**src/rtl/serial_subtractor.sv**
```systemverilog
// Bit-serial subtractor: a - b - bin, LSB first, one bit per clock.
// One full-subtractor stage feeds a registered borrow; results land
// in output registers only on the final bit, so partial sums never show.
module serial_subtractor #(
  parameter int WIDTH = 8
) (
  input  logic             clk,
  input  logic             rst_n,
  input  logic             start,
  input  logic [WIDTH-1:0] a,
  input  logic [WIDTH-1:0] b,
  input  logic             bin,
  output logic             busy,
  output logic             done,
  output logic [WIDTH-1:0] diff,
  output logic             borrow_out,
  output logic             ovf
);

  localparam int CW = (WIDTH > 1) ? $clog2(WIDTH) : 1;

  typedef enum logic {IDLE, SHIFT} state_t;

  state_t           state_q, state_d;
  logic [WIDTH-1:0] a_sh_q, a_sh_d;
  logic [WIDTH-1:0] b_sh_q, b_sh_d;
  logic [WIDTH-1:0] r_sh_q, r_sh_d;
  logic             br_q, br_d;
  logic [CW-1:0]    cnt_q, cnt_d;
  logic [WIDTH-1:0] diff_q, diff_d;
  logic             borrow_q, borrow_d;
  logic             ovf_q, ovf_d;
  logic             done_q, done_d;

  logic a0, b0, d_bit, br_nxt, last;

  // Single full-subtractor bit stage on the current LSBs
  assign a0     = a_sh_q[0];
  assign b0     = b_sh_q[0];
  assign d_bit  = a0 ^ b0 ^ br_q;
  assign br_nxt = (~a0 & b0) | (~(a0 ^ b0) & br_q);
  assign last   = (state_q == SHIFT) && (cnt_q == CW'(WIDTH - 1));

  // State and datapath registers, cleared asynchronously
  always_ff @(posedge clk or negedge rst_n) begin
    if (!rst_n) begin
      state_q  <= IDLE;
      a_sh_q   <= '0;
      b_sh_q   <= '0;
      r_sh_q   <= '0;
      br_q     <= 1'b0;
      cnt_q    <= '0;
      diff_q   <= '0;
      borrow_q <= 1'b0;
      ovf_q    <= 1'b0;
      done_q   <= 1'b0;
    end else begin
      state_q  <= state_d;
      a_sh_q   <= a_sh_d;
      b_sh_q   <= b_sh_d;
      r_sh_q   <= r_sh_d;
      br_q     <= br_d;
      cnt_q    <= cnt_d;
      diff_q   <= diff_d;
      borrow_q <= borrow_d;
      ovf_q    <= ovf_d;
      done_q   <= done_d;
    end
  end

  // Next-state: start is only looked at in IDLE, so it is ignored while busy
  always_comb begin
    state_d = state_q;
    case (state_q)
      IDLE:    if (start) state_d = SHIFT;
      SHIFT:   if (last)  state_d = IDLE;
      default: state_d = IDLE;
    endcase
  end

  // Datapath: capture on accept, shift one bit per cycle, publish on last bit
  always_comb begin
    a_sh_d   = a_sh_q;
    b_sh_d   = b_sh_q;
    r_sh_d   = r_sh_q;
    br_d     = br_q;
    cnt_d    = cnt_q;
    diff_d   = diff_q;
    borrow_d = borrow_q;
    ovf_d    = ovf_q;
    done_d   = 1'b0;
    if (state_q == IDLE) begin
      if (start) begin
        a_sh_d = a;
        b_sh_d = b;
        br_d   = bin;
        cnt_d  = '0;
        r_sh_d = '0;
      end
    end else begin
      a_sh_d = {1'b0, a_sh_q[WIDTH-1:1]};
      b_sh_d = {1'b0, b_sh_q[WIDTH-1:1]};
      r_sh_d = {d_bit, r_sh_q[WIDTH-1:1]};
      br_d   = br_nxt;
      cnt_d  = cnt_q + CW'(1);
      if (last) begin
        // On the last bit a0/b0/d_bit are the MSBs: sign-rule overflow
        diff_d   = {d_bit, r_sh_q[WIDTH-1:1]};
        borrow_d = br_nxt;
        ovf_d    = (a0 != b0) && (d_bit != a0);
        done_d   = 1'b1;
      end
    end
  end

  // Outputs: busy decoded from state, results straight from registers
  always_comb begin
    busy       = (state_q == SHIFT);
    done       = done_q;
    diff       = diff_q;
    borrow_out = borrow_q;
    ovf        = ovf_q;
  end

endmodule

```
**config.mk**
```make
export PLATFORM = sky130hd
export DESIGN_NAME = serial_subtractor
export DESIGN_NICKNAME = d
export VERILOG_FILES = /design/src/rtl/serial_subtractor.sv
export SDC_FILE = /design/constraint.sdc
export NUM_CORES = 1
export LEC_CHECK = 0
export BUFFER_PORTS_ARGS = -buffer_cell sky130_fd_sc_hd__buf_2
export CELL_PAD_IN_SITES_DETAIL_PLACEMENT = 0
export CELL_PAD_IN_SITES_GLOBAL_PLACEMENT = 2
export CORE_ASPECT_RATIO = 2
export CORE_MARGIN = 2
export CORE_UTILIZATION = 38
export DETAILED_ROUTE_END_ITERATION = 8
export GPL_ROUTABILITY_DRIVEN = 0
export GPL_TIMING_DRIVEN = 0
export PLACE_DENSITY_LB_ADDON = 0.08
export SYNTH_ARGS = -nofsm -noshare
export SYNTH_HDL_FRONTEND = slang
export SYNTH_SLANG_ARGS = --single-unit
```
**constraint.sdc**
```tcl
create_clock -name clk -period 3.7 [get_ports clk]
set_input_delay 0.37 -clock clk [delete_from_list [all_inputs] [get_ports clk]]
set_output_delay 0.37 -clock clk [all_outputs]
set_load 0.05 [all_outputs]
```
# --- Word level (Yosys, flattened, before mapping) ---
# Index checks and enable logic that the tools add are counted.
# Widths: inputs -> output; s select.
word_totals:
  register_bits: 40
  latchBits: 0
  mem_bits_rw: 0
  mem_bits_ro: 0
  in_bits: 20
  output_inout_bits: 12
  wordCells: 41
  mem_count: 0
classes:
  addsub: 1
  multipliers: 0
  n_div: 0
  order_cmp: 0
  eq_ne: 3
  n_shift: 0
  n_mux: 15
  n_bitwise: 8
  n_reduce_logical: 4
ops:
  columns: ["operator", "count"]
  rows:
  - ["$mux 8", 6]
  - ["$mux 1", 6]
  - ["$mux 3", 2]
  - ["$add 3x1->3 const B", 1]
  - ["$eq 3x3->1 const B", 1]
  - ["$not 1->1", 3]
  - ["$and 1x1->1", 2]
  - ["$logic_and 1x1->1", 2]
  - ["$ne 1x1->1", 2]
  - ["$pmux 1 s2", 1]
  - ["$reduce_and 2->1", 1]
  - ["$reduce_bool 2->1", 1]
  - ["$xor 1x1->1", 2]
  - ["$or 1x1->1", 1]

# --- Depth between registers and ports, before layout ---
# Gate-level depths: netlist of run 1.
logic_depth:
  ltp_word: 5
  mapped_depth: 5
  mapped_depth_nobuf: 4

# --- Worst setup path before layout of run 1 ---
# Ideal clock, no wire load.
synth_path:
  path_type: "reg-to-reg"
  start: "reg cnt_q[0]"
  end: "reg diff_q[1] (netlist: diff[1])"
  setup_ns: 0.125
  arrival_time_ns: 1.347
  t_required_ns: 3.575
  setup_slack_ns: 2.228
  stages_incl_launch_ff: 6
  path_buffers: 1
  synth_period_minus_slack_ns: 1.472
  cell_sequence: "dfrtp_1 ha_1 ha_1 nand2_1 buf_4 mux2_4"
synth_between:
  elab_chain_len: 3
synth_lines:
  columns: ["element", "line_no", "text"]
  rows:
  - ["start, declared", "29", "logic [CW-1:0] cnt_q, cnt_d;"]
  - ["start signal, assigned", "63", "cnt_q <= cnt_d;"]
  - ["$eq 3x3->1", "42", "assign last = (state_q == SHIFT) && (cnt_q == CW'(WIDTH - 1));"]
  - ["$logic_and 1x1->1", "42", null]
  - ["$reduce_and 2->1 (no line)", null, null]
  - ["end signal, assigned", "64", "diff_q <= diff_d;"]
  - ["end, declared", "30", "logic [WIDTH-1:0] diff_q, diff_d;"]
# Every way passes these cells.
# A chain may end at the register's enable or synchronous reset.

# --- Worst setup path in the final report of run 1 ---
layout_path:
  start: "reg cnt_q[0]"
  end: "reg diff_q[2] (netlist: diff[2])"
# The elaborated chain is that of the path after synthesis.

==> results.cfg, run 1 <==
[place]
place_ws_ns = 2.07
hpwl_mm = 2.49
port_buffers = 30
dp_cells = 228

[synthesis]
ys_warn_count = 0
ys_seq_area_share_pct = 56.6
synthTopCellsByArea = dfrtp_1 (57%), mux2i_1 (12%), mux2_4 (6.1%), o21ai_0 (4.6%), nand2_1 (4.6%)
ys_ff_latch = 39
syn_area_um2 = 1730
synthCells = 144
synth_top_area_share_pct = 56.6
synth_largest_area_cell = dfrtp_1
synth_cell_types = 20
postSynthAreaPerCell_um2 = 12.0
syn-num-nets = 168

[critical_path]
path_common_cell = ha_1
worstPathCellList = ha_1, ha_1, nand2_1, buf_4, mux2_4
critPathLaunchType = flop
crit_arrival_ns = 1.76
worstPathMaxFanout = 10
crit_path_end_kind = flop
cp.buffers_inverters = 1
cp_slowest_cell = dfrtp_1
max_stage_delay_ns = 0.41
critPathTopFamily = adder cells
cp_data_required_time_ns = 3.87
path_class = reg -> reg

[clocking]
cts_tree = yes
holdBufCountCts = 0
cts-root-buf = clkbuf_8
ctsHtreeMaxLevel = 2
cts_sinks = 39
cts-resized-gates = 0
postCtsSetupRepairBufs = 0
cts_buffer_depth = 2
clock_latency_ns = 0.28
numCtsBuffers = 5
cts.reportedPaths.clkPinSlew_ns = 0.07

[status]
status = complete, no violations

[pwr]
cellLeakagePower_nw = 1.05
p_sw_share_pct = 40.6
pwr-share-comb_pct = 43.9
pwr-share-clk_pct = 15.4
ir_drop_mv = 0.380
internal_power_w = 0.00104
powerDensity_nw_per_um2 = 869
power_switching_w = 0.000715
pwr-share-seq_pct = 40.7

[route]
drt-pass1-iter-count = 4
antenna_left = 0
vias = 1138
drc = 0
detail_route.iter0.violations = 11
vias_per_cell = 4.82
wire_per_inst_um = 14.0
wl_mm = 3.30

[timing]
setup_ws_ns = 2.11
slew_violations = 0
worstMarginPinSlew_ns = 0.864
hold-worst-slack_ns = 0.194
clock-skew-final_ns = 0.00519
fin_crit_sh_pct = 43.1
finalSetupTns_ns = 0
fmax_mhz = 627
rsz0062_at_grt = no
period_minus_slack_ns = 1.59
relSlewSlack_pct = 42.4
setup_viol = 0
hold_viol_final = 0

[floorplan]
row_count = 34
core_um2 = 4340
dieHeight_um = 99.3
dieArea_um2 = 5130
io_pins = 32
initial_core_util_pct = 39.8
die_x_um = 51.6

[cells_and_area]
finalNonFillerCells = 236
area_growth_pct = 17.3
final_common_cell = dfrtp_1
fin_nets = 205
diodes = 0
layout_common_cells = dfrtp_1 (39), buf_2 (34), nand2_1 (21), mux2i_1 (21), o21ai_0 (16)
final_layout_size_suffix_gt1_share_pct = 28.6

[global_route]
grt_use_met1_pct = 18.5
grt_pass1_wl_mm = 6.09
grt_antenna_before_repair = 0
grt_max_degree = 40
grt_overflow = 0
globalRoute.busiestLayer = met2
grt_pass1_vias = 1259
gr-usage-all-layers_pct = 15.9
use_met3_pct = 3.45
grt_use_met2_pct = 27.4

[min_path]
min_path_type = in -> async

[job]
drv_cap = 0
[cell type report]
cell class	instances	area, um^2
plain buffers	9	57.6
well taps	54	67.6
inverters	6	22.5
repair buffers	30	150
multi-input cells	90	669
clock inverters	1	5.00
fillers	444	2310
clock buffers	7	76.3
flip-flops and latches	39	976
[cell families after synthesis]
| kind of cell | after synthesis | share of synthesized area, % |
|---|---|---|
| fa+ha+maj | 4 | 3.34 |
| buf+inv | 15 | 4.64 |
| compound gates | 24 | 7.83 |
| mux | 29 | 18.9 |
| simple gates | 32 | 8.19 |
| xor+xnor | 1 | 0.508 |
| flops | 39 | 56.6 |
[cell usage after synthesis]
| master | count |
|---|---|
| dfrtp_1 | 39 |
| mux2i_1 | 21 |
| nand2_1 | 21 |
| o21ai_0 | 16 |
| mux2_4 | 7 |
| nand2b_1 | 7 |
| inv_1 | 6 |
| buf_2 | 4 |
| o21ai_1 | 4 |
| a22o_1 | 3 |
| buf_4 | 3 |
| ha_1 | 3 |
| nor2_1 | 3 |
| buf_6 | 1 |
| clkbuf_1 | 1 |
| fa_1 | 1 |
| mux2_2 | 1 |
| nand3b_1 | 1 |
| o2bb2ai_1 | 1 |
| xnor2_1 | 1 |
[final timing paths]
path                           start        end  slack (ns)  depth (start not counted)
setup / recovery            cnt_q[0]    diff[2]        2.11                          5
hold / removal                 rst_n    diff[7]        0.19                          1
setup reg to reg            cnt_q[0]    diff[2]        2.11                          5
hold reg to reg            b_sh_q[7]  b_sh_q[6]        0.50                          2
max in group asynchronous      rst_n   cnt_q[1]        2.97                          1
min in group clk                b[7]  b_sh_q[7]        0.34                          3
[metrics by stage]
stage	cell area [um^2]	utilization [%]	total power, W
after detailed placement	1940	44.8	0.00152
after global placement	1940	44.8	0.00149
final	2020	46.7	0.00176
after CTS	2020	46.7	0.00180
after floorplan	1730	-	0.00132
after global routing	2020	46.7	0.00191
[registers in the layout, summed over array words and instances, names as in the netlist, 3 cells and up]
| signal | count |
|---|---|
| cnt_q | 3 |
| diff | 8 |
| a_sh_q | 8 |
| r_sh_q | 7 |
| b_sh_q | 8 |
[per-layer routing]
metal	wire length, um	up-vias
li1	-	551
met1	1280	555
met2	1830	25
met3	117	7
met4	67	0
met5	0	-
[power groups by stage]
stage                     combinational [W]  sequential [W]  clock, W
after global routing               0.000861        0.000748  0.000304
after floorplan                    0.000416        0.000902         0
final                              0.000772        0.000716  0.000271
after global placement             0.000774        0.000718         0
after detailed placement           0.000792        0.000726         0
after CTS                          0.000793        0.000719  0.000287
Power figures use the tool's default switching activity.
==> run 2, diff against run 1 <==
- CORE_UTILIZATION: 38 -> 36
- clock period: 3.7 -> 1.7 ns (I/O delays scaled with it)
==> run 2 against run 1 <==
Compared with the run above:
- die area grew 5.2%
- hold slack got worse by 0.19 ns
- global-route usage fell by 0.89 points
- largest power group unchanged
- highest routed layer unchanged
- sequential share of layout area fell by 0.089 points
- design area rose by 0.19%
- routed wire length up 2.3%
- maximum frequency up 0.37%
- setup slack got worse by 2.0 ns
- final cell count up 0.42%
==> results.cfg, run 2 (synthesized netlist as in run 1, its figures left out) <==
[global_route]
grt_antenna_before_repair = 0
grt_pass1_wl_mm = 5.91
grt_overflow = 0
grt_use_met1_pct = 15.9
globalRoute.busiestLayer = met2
grt_max_degree = 40
use_met3_pct = 3.65
grt_pass1_vias = 1246
grt_use_met2_pct = 26.8
gr-usage-all-layers_pct = 15.0

[timing]
worstMarginPinSlew_ns = 0.891
finalSetupTns_ns = 0
rsz0062_at_grt = no
fmax_mhz = 629
setup_viol = 0
period_minus_slack_ns = 1.59
fin_crit_sh_pct = 93.5
hold_viol_final = 0
relSlewSlack_pct = 40.6
clock-skew-final_ns = 0.00654
slew_violations = 0

[pwr]
ir_drop_mv = 0.826
cellLeakagePower_nw = 1.06
powerDensity_nw_per_um2 = 1900
internal_power_w = 0.00226
pwr-share-clk_pct = 15.7
pwr-share-comb_pct = 43.7
power_switching_w = 0.00158
p_sw_share_pct = 41.1
pwr-share-seq_pct = 40.5

[critical_path]
critPathTopFamily = adder cells
worstReg2RegStart = cnt_q[0]
path_class = reg -> reg
crit_path_end_kind = flop
path_common_cell = ha_1
critPathLaunch = cnt_q[0]
cp.buffers_inverters = 1
critPathLaunchType = flop
crit_arrival_ns = 1.76
worstPathMaxFanout = 10
cp_slowest_cell = dfrtp_1
max_stage_delay_ns = 0.40
worstPathCellList = ha_1, ha_1, nand2_1, buf_4, mux2_4
cp_data_required_time_ns = 1.87

[floorplan]
initial_core_util_pct = 37.5
row_count = 35
dieHeight_um = 102
io_pins = 32
core_um2 = 4600
dieArea_um2 = 5400
die_x_um = 53.0

[route]
drt-pass1-iter-count = 4
vias_per_cell = 4.87
wire_per_inst_um = 14.2
drc = 0
antenna_left = 0
wl_mm = 3.38
detail_route.iter0.violations = 10
vias = 1154

[status]
status = complete, no violations

[clocking]
cts_sinks = 39
cts_tree = yes
cts_buffer_depth = 2
clock_latency_ns = 0.29
cts.reportedPaths.clkPinSlew_ns = 0.08
postCtsSetupRepairBufs = 0
cts-root-buf = clkbuf_8
holdBufCountCts = 0
numCtsBuffers = 5
cts-resized-gates = 0
ctsHtreeMaxLevel = 2

[place]
hpwl_mm = 2.49
port_buffers = 30

[cells_and_area]
multiInputGateArea_um2 = 669
final_layout_size_suffix_gt1_share_pct = 29.7
diodes = 0
area_growth_pct = 17.5
fill_cells = 458
regArea_um2 = 976
fin_nets = 205
final_common_cell = dfrtp_1
fin_util_pct = 44.1
layout_common_cells = dfrtp_1 (39), buf_2 (34), nand2_1 (21), mux2i_1 (21), o21ai_0 (16)

[job]
drv_cap = 0

[min_path]
min_path_type = in -> async
-- run 2: cell count changes in the layout (fill, tap and decap cells not counted) --
cell      change
clkbuf_1      -2
clkinv_2      +2
-- run 2: per-stage QoR --
| stage | cells | power (W) | cell area [um^2] | hold WS, ns | setup WS [ns] |
|---|---|---|---|---|---|
| 2_1_floorplan | 144 | 0.00287 | 1730 | -0.126 | 0.228 |
| 3_3_place_gp | 229 | 0.00326 | 1940 | 0.326 | 0.132 |
| 3_5_place_dp | 229 | 0.00331 | 1940 | 0.350 | 0.0986 |
| 4_1_cts | 237 | 0.00393 | 2030 | 0.0294 | 0.0859 |
| 5_1_grt | 237 | 0.00415 | 2030 | 0.0576 | 0.0344 |
| 6_report | 237 | 0.00385 | 2030 | 0.00283 | 0.111 |
-- run 2: final timing paths --
check                           slack (ns)   endpoint  cells after the start
worst max-delay path                  0.11    diff[2]                      5
worst min-delay path                 0.003       done                      1
worst min register to register        0.49  a_sh_q[1]                      2
worst max register to register        0.11    diff[2]                      5
max in group asynchronous             1.14  r_sh_q[1]                      1
min in group clk                      0.13  a_sh_q[7]                      3
-- run 2: area by class of cell --
class	instances	share of cell area [%]
well taps	55	3.39
repair buffers	30	7.40
inverters	6	1.11
plain buffers	9	2.84
multi-input cells	90	33.0
clock inverters	3	0.740
clock buffers	5	3.39
flip-flops and latches	39	48.1
-- run 2: power groups by stage --
stage          clock network [W]  registers (W)  logic, W
3_3_place_gp                   0        0.00157   0.00170
6_report                0.000605        0.00156   0.00168
3_5_place_dp                   0        0.00158   0.00173
4_1_cts                 0.000631        0.00157   0.00173
5_1_grt                 0.000663        0.00163   0.00186
2_1_floorplan                  0        0.00196  0.000906
-- run 2: metal layers --
layer	routed length, um	up-vias
met5	0	-
met4	78	0
met3	139	5
met2	1870	28
met1	1290	568
li1	-	553
==> run 3, diff against run 2 <==
- ABC_AREA: unset -> 1
- CORE_UTILIZATION: 36 -> 33
==> run 3 against run 2 <==
Compared with the run above:
- the flow now finishes with violations (hold timing)
- sequential power is 4% lower
- synthesized cell count is 22% higher
- die area is 3.8% higher
- area after synthesis is 4.6% lower
- design area is 1.2% lower
- combinational power is 4% lower
- hold slack worse by 0.013 ns
- largest power group unchanged
==> results.cfg, run 3 <==
[cells_and_area]
finalNonFillerCells = 272
layout_common_cells = nand2_1 (71), dfrtp_1 (39), buf_2 (33)
final_common_cell = nand2_1
regArea_um2 = 976
fin_nets = 238
area_growth_pct = 21.8
fin_util_pct = 41.6
fill_cells = 519
multiInputGateArea_um2 = 552
final_layout_size_suffix_gt1_share_pct = 22.8
diodes = 0

[synthesis]
ys_ff_latch = 39
synth_cell_types = 18
synthArstFlopShare_pct = 100
synthCells = 176
synth_largest_area_cell = dfrtp_1
synth-edff-count = 0
syn-num-nets = 200
synth_ff_type = dfrtp_1
postSynthAreaPerCell_um2 = 9.35
synthTopCellsByArea = dfrtp_1 (59%), nand2_1 (16%), nand3_1 (4.6%), o21ai_0 (3.0%), inv_1 (3.0%)
synth_common_cells = nand2_1 (71), dfrtp_1 (39), nand3_1 (15), inv_1 (13), o21ai_0 (10)
ys_warn_count = 0
syn_area_um2 = 1650
synth_top_area_share_pct = 59.3
ys_seq_area_share_pct = 59.3
yosysMostFrequentCell = nand2_1

[timing]
fin_crit_sh_pct = 91.2
relSlewSlack_pct = 42.4
worstMarginPinSlew_ns = 0.864
hold_viol_final = 18
period_minus_slack_ns = 1.55
finalSetupTns_ns = 0
rsz0062_at_grt = no
setup_viol = 0
slew_violations = 0
clock-skew-final_ns = 0.00770
setup_ws_ns = 0.150
fmax_mhz = 645
hold-worst-slack_ns = -0.0103

[critical_path]
reg2reg_depth = 5
worstPathCellList = ha_1, ha_1, nand2_1, clkbuf_1, o21ai_0
crit_path_end_kind = flop
path_common_cell = ha_1
critPathLaunchType = flop
path_class = reg -> reg
max_stage_delay_ns = 0.40
cp_data_required_time_ns = 1.85
reg2reg_slack_ns = 0.15
critPathTopFamily = flip-flops
cp.buffers_inverters = 1
critPathLaunch = cnt_q[0]
crit_arrival_ns = 1.70
worstPathMaxFanout = 10
worstReg2RegStart = cnt_q[0]
r2r-end = diff[3]
cp_slowest_cell = dfrtp_1

[clocking]
cts-root-buf = clkbuf_8
cts-resized-gates = 0
postCtsSetupRepairBufs = 0
numCtsBuffers = 5
ctsHtreeMaxLevel = 2
cts_buffer_depth = 2
clock_latency_ns = 0.29
cts_sinks = 39
holdBufCountCts = 0
cts_tree = yes
cts.reportedPaths.clkPinSlew_ns = 0.07

[pwr]
ir_drop_mv = 0.887
powerDensity_nw_per_um2 = 2000
cellLeakagePower_nw = 1.06

[min_path]
min_path_type = in -> async

[global_route]
grt_max_degree = 40
grt_pass1_wl_mm = 5.87
grt_overflow = 0
grt_pass1_vias = 1325
gr-usage-all-layers_pct = 14.4
grt_antenna_before_repair = 0

[floorplan]
initial_core_util_pct = 34.1
dieHeight_um = 104
io_pins = 32
core_um2 = 4820
row_count = 36
die_x_um = 53.9
dieArea_um2 = 5600

[route]
vias = 1250
detail_route.iter0.violations = 36
wl_met2_mm = 1.85
antenna_left = 0
top_layer = met4
m1WireLength_mm = 1.32
wl_mm = 3.40
wl_met3_um = 144
drt-pass1-iter-count = 4
wire_per_inst_um = 12.5
drc = 0
vias_per_cell = 4.60

[place]
place_ws_ns = 0.129
port_buffers = 31
dp_cells = 264
hpwl_mm = 2.50

[status]
status = finished, violations left
violations = hold timing

[job]
drv_cap = 0
[run 3: cell count changes in the layout (fill, tap and decap cells not counted), moves of 4 or more]
cell | before | now
mux2_4 | 7 | 0
o22ai_1 | 0 | 7
inv_1 | 6 | 13
mux2i_1 | 21 | 0
nand2b_1 | 7 | 0
o21ai_0 | 16 | 10
o21ai_1 | 4 | 0
nand3_1 | 0 | 15
nand2_1 | 21 | 71
[run 3: logic make-up (layout without fill, tap and decap cells)]
family                     after synthesis  in the layout  synth area share [%]
and+or+nand+nor                         94             94                  24.3
DFF                                     39             39                  59.3
buffers and inverters                   22             61                  7.15
AOI/OAI and AO/OA                       17             17                  5.70
adders and majority gates                4              4                  3.50
[run 3: per-stage QoR]
stage	total power (W)	instance area, um^2
floorplan	0.00274	1650
global placement	0.00313	1870
detailed placement	0.00317	1870
CTS	0.00410	2000
global route	0.00434	2000
finish	0.00400	2000
[run 3: worst max path at each step]
stage	to	slack, ns	cells after the start
2_1_floorplan	ovf	0.40	6
4_1_cts	diff[3]	0.12	5
3_5_place_dp	diff[3]	0.13	5
6_report	diff[3]	0.15	5
3_3_place_gp	diff[0]	0.17	5
5_1_grt	diff[3]	0.03	5
[run 3: metal layers]
metal  GRT usage (%)  vias up
li1                -      623
met1            15.1      592
met2            25.1       27
met3            3.59        8
met4            6.59        0
met5               0        -
[run 3: area by class of cell]
type,count,area share (%)
multi-input combinational,115,27.5
inverter,15,2.93
buffer,7,2.93
sequential,39,48.7
tap,57,3.56
clock inverter,2,3.00
clock buffer,6,3.62
timing repair buffer,31,7.74
[run 3: power breakdown]
| group | total [W] | switching [W] | internal (W) |
|---|---|---|---|
| Sequential | 0.00150 | 0.000182 | 0.00131 |
| Clock | 0.000893 | 0.000307 | 0.000586 |
| Combinational | 0.00162 | 0.00110 | 0.000513 |
